### src/rtl/dot_operand_streamer_pkg.sv
// Shared definitions for the int8 dot-product operand path: FSM states, lane
// geometry and a lane unpack helper also used by the MAC array wrapper.
package dot_operand_streamer_pkg;

  localparam int LANES  = 4;
  localparam int LANE_W = 8;
  localparam int WORD_W = LANES * LANE_W;

  typedef enum logic [2:0] {
    S_IDLE   = 3'd0,
    S_CLEAR  = 3'd1,
    S_STREAM = 3'd2,
    S_DRAIN  = 3'd3,
    S_RESP   = 3'd4
  } state_t;

  function automatic logic signed [LANE_W-1:0] lane(input logic [WORD_W-1:0] w, input int i);
    return $signed(w[i*LANE_W +: LANE_W]);
  endfunction

endpackage

### src/rtl/dot_operand_streamer_if.sv
// Bundles the command, SRAM, operand-stream and response channels of the
// operand streamer; master is the streamer side, slave the surrounding system.
interface dot_operand_streamer_if #(
  parameter int ADDR_W = 10,
  parameter int LEN_W  = 8,
  parameter int RES_W  = 32
);
  logic              cmd_valid;
  logic              cmd_ready;
  logic [ADDR_W-1:0] cmd_a_addr;
  logic [ADDR_W-1:0] cmd_b_addr;
  logic [LEN_W-1:0]  cmd_len;

  logic              mem_a_en;
  logic [ADDR_W-1:0] mem_a_addr;
  logic [31:0]       mem_a_rdata;
  logic              mem_b_en;
  logic [ADDR_W-1:0] mem_b_addr;
  logic [31:0]       mem_b_rdata;

  logic              acc_clr;
  logic              op_valid;
  logic [31:0]       op_a;
  logic [31:0]       op_b;
  logic              op_last;

  logic [RES_W-1:0]  res_in;
  logic              res_valid;
  logic              res_ready;
  logic [RES_W-1:0]  res_data;
  logic              busy;

  modport master (
    input  cmd_valid, cmd_a_addr, cmd_b_addr, cmd_len,
    input  mem_a_rdata, mem_b_rdata, res_in, res_ready,
    output cmd_ready, mem_a_en, mem_a_addr, mem_b_en, mem_b_addr,
    output acc_clr, op_valid, op_a, op_b, op_last,
    output res_valid, res_data, busy
  );

  modport slave (
    output cmd_valid, cmd_a_addr, cmd_b_addr, cmd_len,
    output mem_a_rdata, mem_b_rdata, res_in, res_ready,
    input  cmd_ready, mem_a_en, mem_a_addr, mem_b_en, mem_b_addr,
    input  acc_clr, op_valid, op_a, op_b, op_last,
    input  res_valid, res_data, busy
  );

endinterface

### src/rtl/dot_operand_streamer_addr_gen.sv
// Loadable base+offset SRAM word-address counter; the sum wraps modulo 2^ADDR_W.
module streamer_addr_gen #(
  parameter int ADDR_W = 10
) (
  input  logic              clk,
  input  logic              rst,
  input  logic              load,
  input  logic [ADDR_W-1:0] base,
  input  logic              incr,
  output logic [ADDR_W-1:0] addr
);

  logic [ADDR_W-1:0] base_q;
  logic [ADDR_W-1:0] offset_q;

  always_ff @(posedge clk or negedge rst) begin
    if (!rst) begin
      base_q   <= '0;
      offset_q <= '0;
    end else if (load) begin
      base_q   <= base;
      offset_q <= '0;
    end else if (incr) begin
      offset_q <= offset_q + ADDR_W'(1);
    end
  end

  assign addr = base_q + offset_q;

endmodule

### src/rtl/dot_operand_streamer.sv
// Operand-side sequencer for the 4-lane int8 dot-product datapath: fetches A/B
// words, streams beats into the MAC array and returns the drained sum.
//
// state    | meaning
// ---------+-------------------------------------------------------------
// S_IDLE   | waiting for a command, cmd_ready high
// S_CLEAR  | one-cycle accumulator clear, first SRAM read issued if len>0
// S_STREAM | one operand beat per cycle, next word prefetched
// S_DRAIN  | waiting for the MAC pipeline to settle, capture on last cycle
// S_RESP   | result held on res_data until res_ready
module dot_operand_streamer
  import dot_operand_streamer_pkg::*;
#(
  parameter int ADDR_W    = 10,
  parameter int LEN_W     = 8,
  parameter int DRAIN_CYC = 2,
  parameter int RES_W     = 32
) (
  input logic clk,
  input logic rst,
  dot_operand_streamer_if.master bus
);

  localparam int DW = (DRAIN_CYC > 1) ? $clog2(DRAIN_CYC) : 1;

  state_t           state, state_nxt;
  logic [LEN_W-1:0] beats_left;
  logic [DW-1:0]    drain_cnt;
  logic [RES_W-1:0] res_q;

  logic accept, mem_en, load_drain, capture;
  logic cmd_ready, acc_clr, op_valid, op_last, res_valid;

  always_ff @(posedge clk or negedge rst) begin
    if (!rst) state <= S_IDLE;
    else      state <= state_nxt;
  end

  always_comb begin
    state_nxt  = state;
    cmd_ready  = 1'b0;
    acc_clr    = 1'b0;
    op_valid   = 1'b0;
    op_last    = 1'b0;
    mem_en     = 1'b0;
    res_valid  = 1'b0;
    load_drain = 1'b0;
    capture    = 1'b0;
    case (state)
      S_IDLE: begin
        cmd_ready = 1'b1;
        if (bus.cmd_valid) state_nxt = S_CLEAR;
      end
      S_CLEAR: begin
        acc_clr = 1'b1;
        if (beats_left != '0) begin
          mem_en    = 1'b1;
          state_nxt = S_STREAM;
        end else begin
          load_drain = 1'b1;
          state_nxt  = S_DRAIN;
        end
      end
      S_STREAM: begin
        op_valid = 1'b1;
        if (beats_left == LEN_W'(1)) begin
          op_last    = 1'b1;
          load_drain = 1'b1;
          state_nxt  = S_DRAIN;
        end else begin
          mem_en = 1'b1;
        end
      end
      S_DRAIN: begin
        if (drain_cnt == '0) begin
          capture   = 1'b1;
          state_nxt = S_RESP;
        end
      end
      S_RESP: begin
        res_valid = 1'b1;
        if (bus.res_ready) state_nxt = S_IDLE;
      end
      default: state_nxt = S_IDLE;
    endcase
  end

  assign accept = (state == S_IDLE) && bus.cmd_valid;

  // beats_left doubles as the latched command length until streaming starts
  always_ff @(posedge clk or negedge rst) begin
    if (!rst) begin
      beats_left <= '0;
      drain_cnt  <= '0;
      res_q      <= '0;
    end else begin
      if (accept)        beats_left <= bus.cmd_len;
      else if (op_valid) beats_left <= beats_left - LEN_W'(1);

      if (load_drain)                                drain_cnt <= DW'(DRAIN_CYC - 1);
      else if (state == S_DRAIN && drain_cnt != '0)  drain_cnt <= drain_cnt - DW'(1);

      if (capture) res_q <= bus.res_in;
    end
  end

  streamer_addr_gen #(.ADDR_W(ADDR_W)) u_addr_a (
    .clk  (clk),
    .rst  (rst),
    .load (accept),
    .base (bus.cmd_a_addr),
    .incr (mem_en),
    .addr (bus.mem_a_addr)
  );

  streamer_addr_gen #(.ADDR_W(ADDR_W)) u_addr_b (
    .clk  (clk),
    .rst  (rst),
    .load (accept),
    .base (bus.cmd_b_addr),
    .incr (mem_en),
    .addr (bus.mem_b_addr)
  );

  assign bus.cmd_ready = cmd_ready;
  assign bus.mem_a_en  = mem_en;
  assign bus.mem_b_en  = mem_en;
  assign bus.acc_clr   = acc_clr;
  assign bus.op_valid  = op_valid;
  assign bus.op_last   = op_last;
  assign bus.op_a      = op_valid ? bus.mem_a_rdata : '0;
  assign bus.op_b      = op_valid ? bus.mem_b_rdata : '0;
  assign bus.res_valid = res_valid;
  assign bus.res_data  = res_q;
  assign bus.busy      = (state != S_IDLE);

endmodule

### src/flat_wrapper.sv
// flat-port wrapper written by rule: the top's interface ports become plain ports
module dot_operand_streamer_flat import dot_operand_streamer_pkg::*;
#(
  parameter int ADDR_W    = 10,
  parameter int LEN_W     = 8,
  parameter int DRAIN_CYC = 2,
  parameter int RES_W     = 32
)
  (clk, rst, bus_cmd_valid, bus_cmd_a_addr, bus_cmd_b_addr, bus_cmd_len, bus_mem_a_rdata, bus_mem_b_rdata, bus_res_in, bus_res_ready, bus_cmd_ready, bus_mem_a_en, bus_mem_a_addr, bus_mem_b_en, bus_mem_b_addr, bus_acc_clr, bus_op_valid, bus_op_a, bus_op_b, bus_op_last, bus_res_valid, bus_res_data, bus_busy);
  dot_operand_streamer_if #(.ADDR_W(ADDR_W), .LEN_W(LEN_W), .RES_W(RES_W)) bus_i ();
  input logic clk;
  input logic rst;
  input wire logic [$bits(bus_i.cmd_valid)-1:0] bus_cmd_valid;
  input wire logic [$bits(bus_i.cmd_a_addr)-1:0] bus_cmd_a_addr;
  input wire logic [$bits(bus_i.cmd_b_addr)-1:0] bus_cmd_b_addr;
  input wire logic [$bits(bus_i.cmd_len)-1:0] bus_cmd_len;
  input wire logic [$bits(bus_i.mem_a_rdata)-1:0] bus_mem_a_rdata;
  input wire logic [$bits(bus_i.mem_b_rdata)-1:0] bus_mem_b_rdata;
  input wire logic [$bits(bus_i.res_in)-1:0] bus_res_in;
  input wire logic [$bits(bus_i.res_ready)-1:0] bus_res_ready;
  output wire logic [$bits(bus_i.cmd_ready)-1:0] bus_cmd_ready;
  output wire logic [$bits(bus_i.mem_a_en)-1:0] bus_mem_a_en;
  output wire logic [$bits(bus_i.mem_a_addr)-1:0] bus_mem_a_addr;
  output wire logic [$bits(bus_i.mem_b_en)-1:0] bus_mem_b_en;
  output wire logic [$bits(bus_i.mem_b_addr)-1:0] bus_mem_b_addr;
  output wire logic [$bits(bus_i.acc_clr)-1:0] bus_acc_clr;
  output wire logic [$bits(bus_i.op_valid)-1:0] bus_op_valid;
  output wire logic [$bits(bus_i.op_a)-1:0] bus_op_a;
  output wire logic [$bits(bus_i.op_b)-1:0] bus_op_b;
  output wire logic [$bits(bus_i.op_last)-1:0] bus_op_last;
  output wire logic [$bits(bus_i.res_valid)-1:0] bus_res_valid;
  output wire logic [$bits(bus_i.res_data)-1:0] bus_res_data;
  output wire logic [$bits(bus_i.busy)-1:0] bus_busy;
  assign bus_i.cmd_valid = bus_cmd_valid;
  assign bus_i.cmd_a_addr = bus_cmd_a_addr;
  assign bus_i.cmd_b_addr = bus_cmd_b_addr;
  assign bus_i.cmd_len = bus_cmd_len;
  assign bus_i.mem_a_rdata = bus_mem_a_rdata;
  assign bus_i.mem_b_rdata = bus_mem_b_rdata;
  assign bus_i.res_in = bus_res_in;
  assign bus_i.res_ready = bus_res_ready;
  assign bus_cmd_ready = bus_i.cmd_ready;
  assign bus_mem_a_en = bus_i.mem_a_en;
  assign bus_mem_a_addr = bus_i.mem_a_addr;
  assign bus_mem_b_en = bus_i.mem_b_en;
  assign bus_mem_b_addr = bus_i.mem_b_addr;
  assign bus_acc_clr = bus_i.acc_clr;
  assign bus_op_valid = bus_i.op_valid;
  assign bus_op_a = bus_i.op_a;
  assign bus_op_b = bus_i.op_b;
  assign bus_op_last = bus_i.op_last;
  assign bus_res_valid = bus_i.res_valid;
  assign bus_res_data = bus_i.res_data;
  assign bus_busy = bus_i.busy;
  dot_operand_streamer #(.ADDR_W(ADDR_W), .LEN_W(LEN_W), .DRAIN_CYC(DRAIN_CYC), .RES_W(RES_W)) u_core (.clk(clk), .rst(rst), .bus(bus_i));
endmodule
### config.mk
export PLATFORM = sky130hd
export DESIGN_NAME = dot_operand_streamer_flat
export DESIGN_NICKNAME = d
export VERILOG_FILES = /design/src/rtl/dot_operand_streamer_pkg.sv /design/src/rtl/dot_operand_streamer_if.sv /design/src/rtl/dot_operand_streamer_addr_gen.sv /design/src/rtl/dot_operand_streamer.sv /design/src/flat_wrapper.sv
export SDC_FILE = /design/constraint.sdc
export NUM_CORES = 1
export LEC_CHECK = 0
export CAP_MARGIN = 20
export CORE_AREA = 4 4 129 119
export CTS_CLUSTER_DIAMETER = 100
export DETAILED_ROUTE_END_ITERATION = 8
export DIE_AREA = 0 0 133 123
export GPL_TIMING_DRIVEN = 0
export PLACE_DENSITY = 0.71
export SYNTH_ARGS = -nofsm -noshare
export SYNTH_HDL_FRONTEND = slang
export SYNTH_SLANG_ARGS = --single-unit
### constraint.sdc
create_clock -name clk -period 7.4 [get_ports clk]
set_input_delay 1.85 -clock clk [delete_from_list [all_inputs] [get_ports clk]]
set_output_delay 1.85 -clock clk [all_outputs]
set_load 0.03 [all_outputs]
# ---- Word level (Yosys, flattened, before mapping)
# Index checks and enable logic that the tools add are counted.
dict set report word_totals {
  elab_cells 61
  in_bits 128
  regBits 84
}
dict set report classes {
  n_eq_ne 9
  reduce_logical 9
  add_sub_neg 6
  muxes 29
}
# op n
set op_table {}
lappend op_table {{32-bit 2-to-1 mux} 2}
lappend op_table {{10-bit 2-to-1 mux} 4}
lappend op_table {{10-bit by 1-bit adder with 10-bit output, second input constant} 2}
lappend op_table {{10-bit adder} 2}
lappend op_table {{8-bit 2-to-1 mux} 2}
lappend op_table {{3-bit case mux with 5 select lines} 1}
lappend op_table {{1-bit 2-to-1 mux} 14}
lappend op_table {{3-bit 2-to-1 mux} 4}
lappend op_table {{8-bit by 1-bit equality test with 1-bit output, second input constant} 1}
lappend op_table {{8-bit nonzero test} 1}
lappend op_table {{8-bit by 1-bit subtractor with 8-bit output, second input constant} 1}
lappend op_table {{3-bit by 2-bit equality test with 1-bit output, second input constant} 2}
lappend op_table {{2-bit != test, second input constant} 3}
lappend op_table {{2-bit nonzero test} 3}
lappend op_table {{1-bit case mux with 2 select lines} 2}
lappend op_table {{4-bit AND reduction} 1}
lappend op_table {{3-bit by 1-bit equality test with 1-bit output, second input constant} 1}
lappend op_table {{3-bit equality test, second input constant} 1}
lappend op_table {{3-bit zero test} 1}
lappend op_table {{3-bit nonzero test} 1}
lappend op_table {{1-bit logical AND} 2}
lappend op_table {{2-bit by 1-bit != test with 1-bit output, second input constant} 1}
lappend op_table {{1-bit subtractor, second input constant} 1}

# ---- Logic depth before layout (Yosys ltp)
# Gate-level depths: netlist of run 1.
dict set report depth {
  ltp_word 5
  ltp_mapped 8
  ltp_nobuf 8
}

# ---- Hierarchy
# From an unflattened synthesis of run 1, not the netlist that was laid out.
dict set report hier_totals {
  cells_unflattened 452
  area_unflattened_um2 4981.0
}
# module seq_area_each_um2 area_each_um2 instances cells_per_inst
set by_module_without_submodules {}
lappend by_module_without_submodules {streamer_addr_gen 500.5 1252.5 2 115}
lappend by_module_without_submodules {dot_operand_streamer 1101.1 2476.1 1 222}

# ---- Worst setup path after synthesis of run 1
# No wires, ideal clock.
dict set report synth_path {
  path_type {reg-to-output}
  from {reg u_core.u_addr_a.offset_q[3]}
  to {out bus_mem_a_addr[9]}
  stages_incl_launch_ff 7
  path_slack_ns 3.267
  n_path_buf 0
  arrival_ns 2.283
  required_time_ns 5.550
  path_cell_list {dfrtp_1 ha_1 and3_1 a2111oi_0 o21ai_0 a21oi_1 xnor2_1}
}
dict set report synth_between {
  elab_chain_len 1
}
# element line_no
set synth_lines {}
lappend synth_lines {{start, declared} dot_operand_streamer_addr_gen.sv:14} ;# logic [ADDR_W-1:0] offset_q;
lappend synth_lines {{start signal, assigned} dot_operand_streamer_addr_gen.sv:24} ;# offset_q <= offset_q + ADDR_W'(1);
lappend synth_lines {{10-bit adder} dot_operand_streamer_addr_gen.sv:28} ;# assign addr = base_q + offset_q;
lappend synth_lines {{end, declared} flat_wrapper.sv:23} ;# output wire logic [$bits(bus_i.mem_a_addr)-1:0] bus_mem_a_addr;
# Every way passes these cells.

# ---- Final worst setup path of run 1
# Same ends and word-level chain as after synthesis.

==> flow_summary_export.csv, run 1 <==
group,metric,value,unit
cts,cts_made_buffers,9,
layout,final_cell_mix,"clkdlybuf4s50_1 (250), dfrtp_1 (84), nand2_1 (72)",
layout,post-route-util,0.572,
layout,nets,915,
power,ir_drop,0.000278,V
critical_path,required,5.55,ns
power,sw_frac_of_total,0.451,
sta,hold_viol,0,
power,p_total,3.78,mW
route,drt_iter0_drc,257,
critical_path,path_buf_inv,1,
sta,post-route-min-period,5.48,ns
logic_synthesis,ys_warn_count,0,
cts,clock_tree.root_cell,"clkbuf_16",
power,clockPowerShare,0.143,
sta,setup_viol,0,
global_routing,grt_max_degree,55,
route,vias,4550,
sta,timing.final.ws_setup,1.92,ns
route,avgViaCountPerCell,4.74,
logic_synthesis,synth_area,4820,um2
power,power_density,476,nW/um2
critical_path,critical_path_class,"flop to primary output",
sta,hold_ws,0.481,ns
logic_synthesis,synthCells,500,
placed_design,dp_slack,2.27,ns
critical_path,cp_slowest_cell,"a2111oi_0",
global_routing,grt-ovfl-total,0,
critical_path,crit_path_start_kind,"flop",
floorplanning,ios,252,
critical_path,path_delay_family,"compound AO/OA/AOI/OAI gates",
cts,htreeDepth,3,
placed_design,place_congestion,0.890,
sta,fin_skew,0.00688,ns
floorplanning,rows,41,
power,power_frac_comb,0.646,
critical_path,max_stage_delay,0.87,ns
floorplanning,dieArea,16400,um2
logic_synthesis,ys_types,48,
cts,cts_resized,0,
global_routing,grt.total_usage,0.187,
placed_design,place.port_buffers,251,
route,drc,0,
cts,cts.sinks,84,
global_routing,antenna_found_initial,0,
logic_synthesis,synth_flop_cell,"dfrtp_1",
sta,fin_setup_tns,0,ns
power,p_int,2.08,mW
cts,clk_latency,0.33,ns
cts,cts_tree,"yes",
power,p_seq_frac,0.211,
sta,rsz0062_at_grt,"false",
route,postRouteAntennaNets,0,
layout,diodes,0,
cts,hold_buffers,0,
logic_synthesis,synthArstFlopShare,1.00,
run_status,status,"completed",
power,power.net_switching,1.71,mW
sta,worstMarginPinSlew,0.978,ns
global_routing,grt_pass1_wl,24300,um
layout,area_growth,65.0,%
floorplanning,coreArea,13900,um2
global_routing,grt_pass1_vias,4844,
placed_design,dp_hpwl,12800,um
flow_run,maxCapViolCount,0,
critical_path,worstPathMaxFanout,5,
route,maxUsedRoutingLayer,"met4",
cts,clockBufferDepth,2,
sta,finalMaxSlewViolations,0,
cts,clkTransAtPathRegs,0.06,ns
route,wl_met1,5940,um
critical_path,end_kind,"primary output",
logic_synthesis,ys_ff_latch,84,
hold_path,min_path_type,"flop to flop",
logic_synthesis,seq_area_frac_synth,0.436,
layout,final_common_cell,"clkdlybuf4s50_1",
floorplanning,fp.dieH,123,um
logic_synthesis,avgSynthCellArea,9.64,um2
critical_path,cp.arrival,3.63,ns
power,leakagePower,3.46,nW
critical_path,path_cells,"ha_1 > and3_1 > a2111oi_0 > o21ai_0 > a21oi_1 > xnor2_1 > clkdlybuf4s50_1",
floorplanning,initial_core_util,0.347,
floorplanning,die_width,133,um
sta,min_period_over_period,0.740,
logic_synthesis,syn_nets,652,
route,met3_length,1080,um
route,drt_wl_total,15700,um
layout,drive_gt1_frac,0.0847,
route,dr.pass1.iters,6,
route,wl_met2,8450,um
logic_synthesis,synth_edf_count,0,
sta,maxSlewHeadroom,0.331,
route,post_drt_wl_per_cell,16.4,um
cts,post_cts_buffers,0,
sta,fmax,183,MHz
kinds of logic (layout without fill, tap and decap cells):
family / count (synthesis) / after routing / share of synthesized area
muxes: 33 / 33 / 0.0768
adders and majority gates: 24 / 24 / 0.0654
xor gates and xnor gates: 29 / 29 / 0.0527
DFF: 84 / 84 / 0.436
AOI/OAI and AO/OA: 76 / 76 / 0.108
and+or+nand+nor: 210 / 210 / 0.220
buffers and inverters: 44 / 311 / 0.0407
synthesized netlist by cell type, drive strengths merged, types with 2 or more instances:
| master | count | area share |
|---|---|---|
| a2111oi | 2 | 0.0036 |
| a211oi | 2 | 0.0031 |
| a21o | 7 | 0.011 |
| a21oi | 17 | 0.020 |
| a221o | 3 | 0.0062 |
| and2 | 68 | 0.088 |
| and3 | 7 | 0.0091 |
| buf | 13 | 0.017 |
| clkbuf | 13 | 0.010 |
| dfrtp | 84 | 0.44 |
| fa | 2 | 0.0083 |
| ha | 22 | 0.057 |
| inv | 18 | 0.014 |
| mux2 | 32 | 0.075 |
| nand2 | 72 | 0.056 |
| nand2b | 5 | 0.0065 |
| nand3 | 8 | 0.0083 |
| nor2 | 31 | 0.024 |
| nor3 | 9 | 0.010 |
| nor3b | 4 | 0.0062 |
| nor4 | 2 | 0.0039 |
| o2111ai | 3 | 0.0055 |
| o211ai | 12 | 0.019 |
| o21ai | 15 | 0.016 |
| o21bai | 2 | 0.0031 |
| o31ai | 5 | 0.0078 |
| or4 | 2 | 0.0039 |
| xnor2 | 17 | 0.031 |
| xor2 | 12 | 0.022 |
cell type report:
cell class,instances,area (um2)
fillers,1228,5950
clock buffers,10,229
multi-input cells,372,2520
inverters,18,67.6
plain buffers,26,129
well taps,193,241
clock inverters,5,125
repair buffers,252,2540
flip-flops and latches,84,2100
through the flow:
step | std cells | area (um2)
finish | 960 | 7950
floorplan | 500 | 4820
detailed placement | 945 | 7600
CTS | 960 | 7950
global placement | 944 | 7570
global route | 960 | 7950
worst register-to-register path: cells and delay by family (launching register included):
kind          cells  cell delay (ns)
flops             1             0.36
simple gates      3             0.79
buf+inv           4             1.11
state kept, by name, indices dropped and copies added (netlist names):
name                      cells
u_core.beats_left             8
u_core.drain_cnt              1
u_core.u_addr_b.base_q       10
u_core.u_addr_b.offset_q     10
u_core.u_addr_a.offset_q     10
u_core.state                  3
u_core.u_addr_a.base_q       10
u_core.bus.res_data          32
path summary, 6_finish.rpt:
check / startpoint / end / slack, ns / cells past startpoint
max: u_core.u_addr_a.offset_q[3]$_DFFE_PN0P_ / bus_mem_a_addr[9] / 1.92 / 7
min in group asynchronous: rst / u_core.u_addr_b.base_q[6]$_DFFE_PN0P_ / 1.45 / 1
min: u_core.u_addr_b.base_q[0]$_DFFE_PN0P_ / u_core.u_addr_b.base_q[0]$_DFFE_PN0P_ / 0.48 / 2
max reg2reg: u_core.state[1]$_DFFE_PN0P_ / u_core.u_addr_b.offset_q[0]$_DFFE_PN0P_ / 5.02 / 7
min reg2reg: u_core.u_addr_b.base_q[0]$_DFFE_PN0P_ / u_core.u_addr_b.base_q[0]$_DFFE_PN0P_ / 0.48 / 2
max in group asynchronous: rst / u_core.bus.res_data[29]$_DFFE_PN0P_ / 5.34 / 2
per-layer routing:
| layer | vias up | global-route usage |
|---|---|---|
| met5 | - | 0 |
| met4 | 0 | 0.0591 |
| met3 | 21 | 0.0533 |
| met2 | 156 | 0.352 |
| met1 | 2151 | 0.204 |
| li1 | 2222 | - |
power by group through the flow:
stage | combinational, mW | sequential (mW) | clock [mW]
6_report | 2.44 | 0.799 | 0.539
5_1_grt | 2.61 | 0.822 | 0.574
4_1_cts | 2.48 | 0.799 | 0.550
3_5_place_dp | 2.47 | 0.804 | 0
3_3_place_gp | 2.43 | 0.794 | 0
2_1_floorplan | 1.32 | 0.953 | 0
(Power assumes the default switching activity.)
==> run 2: changes to the inputs <==
Settings changed: PLACE_DENSITY 0.71 to 0.74.
Clock period 7.4 ns to 4.5 ns, I/O delays scaled along.
==> flow_summary_export.csv, run 2 (same netlist as run 1, synthesis figures left out) <==
group,metric,value,unit
run_status,status,"completed",
route,drt_wl_total,16300,um
cts,cts_tree,"yes",
sta,setup_viol,0,
flow_run,maxCapViolCount,0,
sta,timing.final.ws_setup,0.265,ns
route,postRouteAntennaNets,0,
layout,nets,915,
sta,hold_ws,0.484,ns
hold_path,min_path_type,"flop to flop",
sta,post-route-min-period,4.24,ns
global_routing,grt_pass1_wl,25200,um
route,dr.pass1.iters,4,
placed_design,place_area,7600,um2
cts,clockBufferDepth,2,
layout,largest_reg_flops,32,
cts,clock_tree.root_cell,"clkbuf_16",
route,avgViaCountPerCell,4.75,
critical_path,path_buf_inv,1,
layout,final_cell_mix,"clkdlybuf4s50_1 (250), dfrtp_1 (84), nand2_1 (72)",
route,vias,4567,
critical_path,cp_slowest_cell,"clkdlybuf4s50_1",
route,drt_iter0_drc,292,
floorplanning,die_width,133,um
floorplanning,ios,252,
sta,min_period_over_period,0.941,
layout,seq_area,2100,um2
sta,fin_skew,0.00449,ns
critical_path,cp_num_cells,7,
layout,diodes,0,
power,power_density,775,nW/um2
layout,fill_cells,1217,
floorplanning,rows,41,
placed_design,place_congestion,0.913,
critical_path,max_stage_delay,0.70,ns
critical_path,required,3.38,ns
global_routing,grt.total_usage,0.198,
cts,post_cts_buffers,0,
hold_path,hold_depth,2,
critical_path,timing.rr.end,"u_core.u_addr_a.offset_q[7]$_DFFE_PN0P_",
floorplanning,dieArea,16400,um2
route,drc,0,
layout,finalInstanceArea,7930,um2
sta,rsz0062_at_grt,"false",
critical_path,worstPathMaxFanout,5,
critical_path,r2r_start,"u_core.state[1]$_DFFE_PN0P_",
global_routing,grt-ovfl-total,0,
layout,area_growth,64.5,%
layout,layoutNonFillerInstCount,961,
placed_design,dp_hpwl,13400,um
cts,htreeDepth,3,
route,post_drt_wl_per_cell,17.0,um
global_routing,grt_pass1_vias,4852,
sta,worstMarginPinSlew,0.852,ns
critical_path,path_cells,"ha_1 > and3_1 > a2111oi_2 > o21ai_0 > a21oi_1 > xnor2_1 > clkdlybuf4s50_1",
cts,hold_buffers,0,
layout,post-route-util,0.571,
cts,cts_made_buffers,9,
floorplanning,fp.dieH,123,um
layout,final_common_cell,"clkdlybuf4s50_1",
sta,finalMaxSlewViolations,0,
global_routing,antenna_found_initial,0,
power,p_total,6.15,mW
power,ir_drop,0.000403,V
critical_path,path_delay_family,"compound AO/OA/AOI/OAI gates",
sta,fin_setup_tns,0,ns
power,leakagePower,3.44,nW
critical_path,crit_path_start_kind,"flop",
cts,clkTransAtPathRegs,0.06,ns
sta,fmax,236,MHz
layout,multi_input_area,2530,um2
placed_design,place_inst,945,
layout,drive_gt1_frac,0.0872,
global_routing,grt_max_degree,67,
critical_path,critical_path_class,"flop to primary output",
sta,hold_viol,0,
critical_path,cp.arrival,3.11,ns
placed_design,dp_slack,0.195,ns
placed_design,place.port_buffers,251,
critical_path,crit_end,"bus_mem_a_addr[9]",
critical_path,end_kind,"primary output",
cts,cts.sinks,84,
cts,cts_resized,1,
cts,clk_latency,0.34,ns
critical_path,critPathLaunch,"u_core.u_addr_a.offset_q[3]$_DFFE_PN0P_",
sta,maxSlewHeadroom,0.428,
floorplanning,initial_core_util,0.347,
critical_path,r2r_cells,7,
floorplanning,coreArea,13900,um2
critical_path,rrSetupSlack,2.14,ns
==> run 2: cell count changes in the layout (fill, tap and decap cells not counted), sizes merged <==
cell      previous run  this run
clkinvlp             0         1
clkbuf              23        25
bufinv               4         2
==> run 2: worst min-delay path by stage <==
stage / from / endpoint
global route: u_core.u_addr_b.base_q[3]$_DFFE_PN0P_ / u_core.u_addr_b.base_q[3]$_DFFE_PN0P_
floorplan: u_core.u_addr_a.base_q[0]$_DFFE_PN0P_ / u_core.u_addr_a.base_q[0]$_DFFE_PN0P_
global placement: u_core.u_addr_a.base_q[8]$_DFFE_PN0P_ / u_core.u_addr_a.base_q[8]$_DFFE_PN0P_
detailed placement: u_core.u_addr_a.base_q[8]$_DFFE_PN0P_ / u_core.u_addr_a.base_q[8]$_DFFE_PN0P_
finish: u_core.u_addr_a.base_q[6]$_DFFE_PN0P_ / u_core.u_addr_a.base_q[6]$_DFFE_PN0P_
CTS: u_core.u_addr_a.base_q[8]$_DFFE_PN0P_ / u_core.u_addr_a.base_q[8]$_DFFE_PN0P_
==> run 2: worst reg2reg max path, cell delays in order (launching register included) <==
cell,delay (ns)
dfrtp_1,0.36
buf_4,0.16
nor3_1,0.46
and2_1,0.19
buf_2,0.25
buf_2,0.30
clkbuf_1,0.39
nor2_1,0.11
==> run 2: layout make-up <==
cell class | count | share of cell area
Buffer | 26 | 0.0162
Clock buffer | 12 | 0.0311
Clock inverter | 4 | 0.00915
Timing Repair Buffer | 252 | 0.320
Sequential cell | 84 | 0.265
Tap cell | 193 | 0.0304
Inverter | 18 | 0.00852
Multi-Input combinational cell | 372 | 0.320
==> run 2: layer usage <==
| metal | vias up | global-route usage | wire [um] |
|---|---|---|---|
| met2 | 178 | 0.386 | 9110 |
| met5 | - | 0 | 0 |
| met1 | 2147 | 0.202 | 5510 |
| met4 | 0 | 0.0721 | 381 |
| met3 | 21 | 0.0541 | 1330 |
| li1 | 2221 | - | - |
==> run 2: where the power goes <==
group          internal (mW)  switching [mW]  total (mW)  leakage, nW
clock network          0.501           0.290       0.791        0.153
logic                   1.74            2.30        4.04         2.24
registers               1.08           0.232        1.31         1.04
